$ cat config.mk
export PLATFORM = sky130hd
export DESIGN_NAME = spi2_mem_master_flat
export DESIGN_NICKNAME = d
export VERILOG_FILES = /design/src/rtl/spi2_mem_master_if.sv /design/src/rtl/spi2_mem_master.sv /design/src/flat_wrapper.sv
export SDC_FILE = /design/constraint.sdc
export NUM_CORES = 1
export LEC_CHECK = 0
export ABC_AREA = 1
export ABC_CLOCK_PERIOD_IN_PS = 2400
export CAP_MARGIN = 25
export CORE_UTILIZATION = 53
export CTS_BUF_LIST = sky130_fd_sc_hd__clkbuf_16
export DETAILED_ROUTE_END_ITERATION = 8
export PLACE_DENSITY_LB_ADDON = 0.3
export SLEW_MARGIN = 15
export SYNTH_ARGS = -nofsm -noshare
export SYNTH_HDL_FRONTEND = slang
export SYNTH_SLANG_ARGS = --single-unit
$ cat constraint.sdc
create_clock -name clk -period 2.4 [get_ports clk]
set_clock_uncertainty 0.1 [all_clocks]
set_input_delay 0.36 -clock clk [delete_from_list [all_inputs] [get_ports clk]]
set_output_delay 0.36 -clock clk [all_outputs]
set_load 0.005 [all_outputs]
$ cat src/rtl/spi2_mem_master_if.sv
// Host-side request/response bundle for spi2_mem_master.
// The master modport is the host issuing requests; the slave modport is the SPI engine.
interface spi2_mem_master_if;
    logic        req_valid;
    logic        req_ready;
    logic        req_write;
    logic [31:0] req_addr;
    logic [15:0] req_wdata;
    logic        rsp_valid;
    logic [15:0] rsp_rdata;
    logic        busy;

    modport master (
        output req_valid, req_write, req_addr, req_wdata,
        input  req_ready, rsp_valid, rsp_rdata, busy
    );

    modport slave (
        input  req_valid, req_write, req_addr, req_wdata,
        output req_ready, rsp_valid, rsp_rdata, busy
    );
endinterface

$ cat src/rtl/spi2_mem_master.sv
// SPI word-oriented memory master: turns one host read/write request into a
// sequence of 16-bit SPI words (CS pulsed per word) and returns the read data.
// All pin outputs are registered from the state, so they lag the FSM by one clk.
module spi2_mem_master #(
    parameter int HALF_PERIOD = 2,
    parameter int CS_GAP      = 2
) (
    input  logic                   clk,
    input  logic                   rst,
    spi2_mem_master_if.slave       host,
    output logic                   spi_sck,
    output logic                   spi_cs,
    output logic                   spi_mosi,
    input  logic                   spi_miso
);

    typedef enum logic [2:0] {
        S_IDLE   = 3'd0,
        S_BIT_LO = 3'd1,
        S_BIT_HI = 3'd2,
        S_TAIL   = 3'd3,
        S_GAP    = 3'd4,
        S_DONE   = 3'd5
    } state_t;

    localparam logic [7:0] HP_LAST  = 8'(HALF_PERIOD - 1);
    localparam logic [7:0] GAP_LAST = 8'(CS_GAP - 1);

    state_t      r_state;
    state_t      w_state_next;
    logic [7:0]  r_timer;
    logic [3:0]  r_bit_cnt;
    logic [2:0]  r_word_cnt;
    logic        r_write;
    logic [31:0] r_addr;
    logic [15:0] r_wdata;
    logic [15:0] r_rx;
    logic        r_cs;
    logic        r_sck;
    logic        r_mosi;
    logic        r_rsp_valid;
    logic [15:0] r_rsp_rdata;

    logic        w_accept;
    logic        w_tick;
    logic        w_last_bit;
    logic        w_last_word;
    logic [15:0] w_tx_word;
    logic        w_cs_next;
    logic        w_sck_next;
    logic        w_mosi_next;
    logic        w_rsp_valid_next;
    logic [15:0] w_rsp_rdata_next;

    assign w_accept    = host.req_valid && (r_state == S_IDLE);
    assign w_last_bit  = (r_bit_cnt == 4'd15);
    assign w_last_word = r_write ? (r_word_cnt == 3'd3) : (r_word_cnt == 3'd5);

    // End of the current timed phase: half-period for SCK phases/tail, CS_GAP for the gap.
    always_comb begin
        w_tick = 1'b0;
        case (r_state)
            S_BIT_LO, S_BIT_HI, S_TAIL: w_tick = (r_timer == HP_LAST);
            S_GAP:                      w_tick = (r_timer == GAP_LAST);
            default:                    w_tick = 1'b0;
        endcase
    end

    // Word currently being shifted out, selected by the word index and request type.
    always_comb begin
        w_tx_word = 16'h0000;
        case (r_word_cnt)
            3'd0:    w_tx_word = r_write ? 16'hC100 : 16'hC000;
            3'd1:    w_tx_word = r_addr[15:0];
            3'd2:    w_tx_word = r_addr[31:16];
            3'd3:    w_tx_word = r_write ? r_wdata : 16'h0000;
            3'd4:    w_tx_word = 16'h8004;
            default: w_tx_word = 16'h0000;
        endcase
    end

    // State register.
    always_ff @(posedge clk) begin
        if (rst) r_state <= S_IDLE;
        else     r_state <= w_state_next;
    end

    // Next-state logic.
    always_comb begin
        w_state_next = r_state;
        case (r_state)
            S_IDLE:   if (w_accept) w_state_next = S_BIT_LO;
            S_BIT_LO: if (w_tick)   w_state_next = S_BIT_HI;
            S_BIT_HI: if (w_tick)   w_state_next = w_last_bit ? S_TAIL : S_BIT_LO;
            S_TAIL:   if (w_tick)   w_state_next = S_GAP;
            S_GAP:    if (w_tick)   w_state_next = w_last_word ? S_DONE : S_BIT_LO;
            S_DONE:                 w_state_next = S_IDLE;
            default:                w_state_next = S_IDLE;
        endcase
    end

    // Next values of the registered pin and response outputs, decoded from the state.
    always_comb begin
        w_cs_next        = 1'b1;
        w_sck_next       = 1'b0;
        w_mosi_next      = 1'b0;
        w_rsp_valid_next = 1'b0;
        w_rsp_rdata_next = r_rsp_rdata;
        case (r_state)
            S_BIT_LO: begin
                w_cs_next   = 1'b0;
                w_mosi_next = w_tx_word[4'd15 - r_bit_cnt];
            end
            S_BIT_HI: begin
                w_cs_next   = 1'b0;
                w_sck_next  = 1'b1;
                w_mosi_next = w_tx_word[4'd15 - r_bit_cnt];
            end
            S_TAIL: w_cs_next = 1'b0;
            S_DONE: begin
                w_rsp_valid_next = 1'b1;
                w_rsp_rdata_next = r_write ? 16'h0000 : r_rx;
            end
            default: ;
        endcase
    end

    // Phase timer: restarts at every phase boundary, idle outside timed states.
    always_ff @(posedge clk) begin
        if (rst)                                   r_timer <= 8'd0;
        else if (r_state == S_IDLE || r_state == S_DONE) r_timer <= 8'd0;
        else if (w_tick)                           r_timer <= 8'd0;
        else                                       r_timer <= r_timer + 8'd1;
    end

    // Bit counter advances at the end of each high phase and returns to 0 after bit 15.
    always_ff @(posedge clk) begin
        if (rst || r_state == S_IDLE)              r_bit_cnt <= 4'd0;
        else if (r_state == S_BIT_HI && w_tick)    r_bit_cnt <= w_last_bit ? 4'd0 : r_bit_cnt + 4'd1;
    end

    // Word counter advances at the end of each inter-word gap, stopping at the last word.
    always_ff @(posedge clk) begin
        if (rst || r_state == S_IDLE)              r_word_cnt <= 3'd0;
        else if (r_state == S_GAP && w_tick && !w_last_word) r_word_cnt <= r_word_cnt + 3'd1;
    end

    // Request capture on acceptance.
    always_ff @(posedge clk) begin
        if (rst) begin
            r_write <= 1'b0;
            r_addr  <= 32'd0;
            r_wdata <= 16'd0;
        end else if (w_accept) begin
            r_write <= host.req_write;
            r_addr  <= host.req_addr;
            r_wdata <= host.req_wdata;
        end
    end

    // MISO sampled on the last cycle of each high phase; first bit ends up in bit 0.
    always_ff @(posedge clk) begin
        if (rst)                                   r_rx <= 16'd0;
        else if (r_state == S_BIT_HI && w_tick)    r_rx <= {spi_miso, r_rx[15:1]};
    end

    // Output registers.
    always_ff @(posedge clk) begin
        if (rst) begin
            r_cs        <= 1'b1;
            r_sck       <= 1'b0;
            r_mosi      <= 1'b0;
            r_rsp_valid <= 1'b0;
            r_rsp_rdata <= 16'h0000;
        end else begin
            r_cs        <= w_cs_next;
            r_sck       <= w_sck_next;
            r_mosi      <= w_mosi_next;
            r_rsp_valid <= w_rsp_valid_next;
            r_rsp_rdata <= w_rsp_rdata_next;
        end
    end

    assign spi_cs         = r_cs;
    assign spi_sck        = r_sck;
    assign spi_mosi       = r_mosi;
    assign host.req_ready = (r_state == S_IDLE);
    assign host.busy      = (r_state != S_IDLE);
    assign host.rsp_valid = r_rsp_valid;
    assign host.rsp_rdata = r_rsp_rdata;

endmodule
$ cat src/flat_wrapper.sv
// flat-port wrapper written by rule: the top's interface ports become plain ports
module spi2_mem_master_flat 
#(
    parameter int HALF_PERIOD = 2,
    parameter int CS_GAP      = 2
)
  (clk, rst, spi_sck, spi_cs, spi_mosi, spi_miso, host_req_valid, host_req_write, host_req_addr, host_req_wdata, host_req_ready, host_rsp_valid, host_rsp_rdata, host_busy);
  spi2_mem_master_if host_i ();
  input  logic clk;
  input  logic rst;
  output logic spi_sck;
  output logic spi_cs;
  output logic spi_mosi;
  input  logic spi_miso;
  input wire logic [$bits(host_i.req_valid)-1:0] host_req_valid;
  input wire logic [$bits(host_i.req_write)-1:0] host_req_write;
  input wire logic [$bits(host_i.req_addr)-1:0] host_req_addr;
  input wire logic [$bits(host_i.req_wdata)-1:0] host_req_wdata;
  output wire logic [$bits(host_i.req_ready)-1:0] host_req_ready;
  output wire logic [$bits(host_i.rsp_valid)-1:0] host_rsp_valid;
  output wire logic [$bits(host_i.rsp_rdata)-1:0] host_rsp_rdata;
  output wire logic [$bits(host_i.busy)-1:0] host_busy;
  assign host_i.req_valid = host_req_valid;
  assign host_i.req_write = host_req_write;
  assign host_i.req_addr = host_req_addr;
  assign host_i.req_wdata = host_req_wdata;
  assign host_req_ready = host_i.req_ready;
  assign host_rsp_valid = host_i.rsp_valid;
  assign host_rsp_rdata = host_i.rsp_rdata;
  assign host_busy = host_i.busy;
  spi2_mem_master #(.HALF_PERIOD(HALF_PERIOD), .CS_GAP(CS_GAP)) u_core (.clk(clk), .rst(rst), .host(host_i), .spi_sck(spi_sck), .spi_cs(spi_cs), .spi_mosi(spi_mosi), .spi_miso(spi_miso));
endmodule
==> results of run 1 <==
path summary, 6_finish.rpt:
| kind | from | to | cells past startpoint |
|---|---|---|---|
| hold / removal | rst | u_core.spi_sck | 2 |
| hold reg to reg | u_core.r_wdata[14] | u_core.r_wdata[14] | 2 |
| setup reg to reg | u_core.r_word_cnt[0] | u_core.r_word_cnt[1] | 8 |
| setup / recovery | u_core.r_state[0] | host_req_ready | 4 |
metrics by stage:
| step | hold slack (ns) | util, % |
|---|---|---|
| floorplan | 0.325 | - |
| global route | 0.319 | 68.1 |
| detailed placement | 0.357 | 64.7 |
| CTS | 0.290 | 68.1 |
| finish | 0.295 | 68.1 |
| global placement | 0.339 | 64.7 |
cell families after synthesis:
| group | count (synthesis) | share of synthesized area, % |
|---|---|---|
| AND/OR/NAND/NOR | 299 | 29.8 |
| AO/OA/AOI/OAI | 121 | 14.1 |
| flip-flops | 103 | 45.1 |
| buffers and inverters | 96 | 8.59 |
| adder cells (fa/ha/maj) | 9 | 2.46 |
worst max-delay path: cells and delay by family, from the launching register on:
kind,cells,cell delay [ns]
DFF,1,0.38
and+or+nand+nor,2,0.32
buffers and inverters,2,0.63
flip-flops by register name, indices dropped and copies added, names as in the netlist:
| name | count |
|---|---|
| u_core.r_addr | 32 |
| u_core.host.rsp_rdata | 16 |
| u_core.r_rx | 16 |
| u_core.r_wdata | 16 |
| u_core.r_timer | 8 |
| u_core.r_bit_cnt | 4 |
| u_core.r_state | 3 |
| u_core.r_word_cnt | 3 |
| u_core.host.rsp_valid | 1 |
| u_core.r_write | 1 |
| u_core.spi_cs | 1 |
| u_core.spi_mosi | 1 |
| u_core.spi_sck | 1 |
per-layer routing:
layer	GRT usage, %	vias to the layer above
met3	4.43	8
met4	6.19	0
met2	41.5	142
li1	-	2207
met5	0	-
met1	38.7	1974
final cells by class:
cell class / count / share of cell area [%]
Clock inverter: 7 / 0.975
Timing Repair Buffer: 86 / 14.8
Tap cell: 105 / 2.33
Inverter: 57 / 3.79
Clock buffer: 9 / 3.99
Sequential cell: 103 / 36.5
Multi-Input combinational cell: 429 / 37.6
power groups by stage:
| stage | Sequential (W) | Combinational (W) | Clock [W] |
|---|---|---|---|
| after floorplan | 0.00206 | 0.000852 | 0 |
| after global placement | 0.00211 | 0.00116 | 0 |
| after detailed placement | 0.00211 | 0.00119 | 0 |
| final | 0.00208 | 0.00121 | 0.00138 |
| after global routing | 0.00210 | 0.00134 | 0.00146 |
| after CTS | 0.00208 | 0.00120 | 0.00139 |
Yosys cell counts (3+ instances only):
library cell,count,area (sq um)
nor2_1,25,93.8
a21oi_1,86,430
nor3_1,3,15.0
nand3_1,118,591
nor2_2,3,18.8
inv_2,4,15.0
clkbuf_1,16,60.1
o31ai_1,6,45.0
o21ai_0,19,95.1
dfxtp_1,103,2060
inv_1,53,199
nand2_1,133,499
ha_1,9,113
nand4_1,7,43.8
buf_2,20,100
==> flow_summary.ini, run 1 <==
[outcome]
outcome = completed

[floorplan]
chipHeight_um = 94.9
design.die.area_sq_mm = 0.00900
io_pins = 75
core_sq_mm = 0.00830
die_w_um = 94.9
starting_density_of_the_core_pct = 55.1
placementRows = 33

[worst_setup_path]
cp.arrival_ns = 1.67
critical_path.slowest_cell = clkdlybuf4s50_1
reg2reg_slack_ns = 0.36
worst-path-max-fanout = 7
endpoint_kind = output port
critical_path_class = reg2out
cp_cell_sequence = nor2_1 > inv_2 > nor2_4 > clkdlybuf4s50_1
cp_data_required_time_ns = 1.94
startpoint_type = flop
critical-path-max-stage-delay_ns = 0.56

[power_and_ir_drop]
power.internal_w = 0.00309
power.ir.vdd_worst_mv = 0.610
power.density_cell_area_mw_per_mm2 = 826
power.static_leakage_nw = 2.11
share_of_power_burned_in_registers_pct = 44.6
power_frac_comb_pct = 25.8
power.net_switching_w = 0.00157
power.share.clock_pct = 29.5
totalPowerFinal_w = 0.00467
switching_part_of_the_total_power_pct = 33.7

[yosys]
yosys_register_bits = 103
mappedNetlistArea_sq_mm = 0.00457
postSynthAreaPerCell_sq_um = 7.28
synth_sequential_area_ratio_pct = 45.1
ys.flop_type = dfxtp_1
synth.net_count = 690
yosysWarnings = 0
async_flop_share_pct = 0
post_synth_num_cell_types = 31
synth_enable_flop_cells = 0
synthCells = 628

[routing]
detail_route.first_pass.iterations = 5
vias_per_cell = 5.44
ant_nets = 0
wl_met3_um = 617
routed_wirelength_mm = 11.4
drc = 0
routed_wire_length_per_instance_um = 14.3
first_iter_violations = 288
topRoutingLayerUsed = met4
post_route_m1_wl_mm = 5.62
met2_length_mm = 5.05
routed-via-count = 4331

[sta]
finalMaxSlewViolations = 0
relative_slew_slack_pct = 66.1
max_freq_mhz = 470
unrepaired_setup_endpoints_after_global_routing = false
fin_ws_ns = 0.274
finalHoldViolations = 0
worstMarginPinSlew_ns = 0.508
finalWorstPathRequiredPeriod_ns = 2.13
final_min_period_over_clock_period_pct = 88.6
finish_stage_setup_viols = 0
setup-tns-final_ns = 0

[finish]
layoutNonFillerInstCount = 796
multi_input_area_sq_mm = 0.00212
stdcell_area_sq_mm = 0.00565
fin_nets = 748
drive_gt1_share_pct = 6.22
layout_commonest_cell = nand2_1
antenna_cells = 0
mostFrequentLayoutCells = nand2_1, nand3_1, dfxtp_1, a21oi_1, clkdlybuf4s50_1
area_growth_syn_to_layout_pct = 23.5
number_of_filler_instances_in_the_final_layout = 690
sequential_cell_area_sq_mm = 0.00206

[min_path]
min_path_type = in2reg

[clock_network]
tritoncts.num_buffers = 9
cts.path.max_buffers = 2
cts.htree.levels = 3
cts_post_setup_buffers_inserted = 0
ctsHoldBuffers = 0
cts-resized-gates = 0
worstSkewPairLatency_ns = 0.34
clock-sinks = 103
cts.root.buffer_cell = clkbuf_16
cts_tree = yes
cts.reportedPaths.clkPinSlew_ns = 0.07

[global_route]
grt_pass1_vias = 3907
grt_max_degree = 56
grt.total_usage_pct = 26.8
grt_pass1_wl_mm = 18.7
initial_antenna_violation_count = 0
grt-ovfl-total = 0

[placed_design]
place.gp.congestion = 0.900
post-place-cells = 780
preCtsSetupSlack_ns = 0.430
numPortBuffers = 74
placedInstanceArea_sq_mm = 0.00537
dp_hpwl_mm = 8.31

[run]
drv.max_cap_violation_count = 0
Power figures use the tool's default switching activity.
==> inputs of run 2 (changes only) <==
--- a/config.mk
+++ b/config.mk
@@ -7,7 +7,7 @@
 export LEC_CHECK = 0
 export ABC_AREA = 1
 export ABC_CLOCK_PERIOD_IN_PS = 2400
-export CAP_MARGIN = 25
+export CAP_MARGIN = 10
 export CORE_UTILIZATION = 53
 export CTS_BUF_LIST = sky130_fd_sc_hd__clkbuf_16
 export DETAILED_ROUTE_END_ITERATION = 8
==> results of run 2 <==
Same layout as run 1: the final DEF is identical, and so are final timing and power.
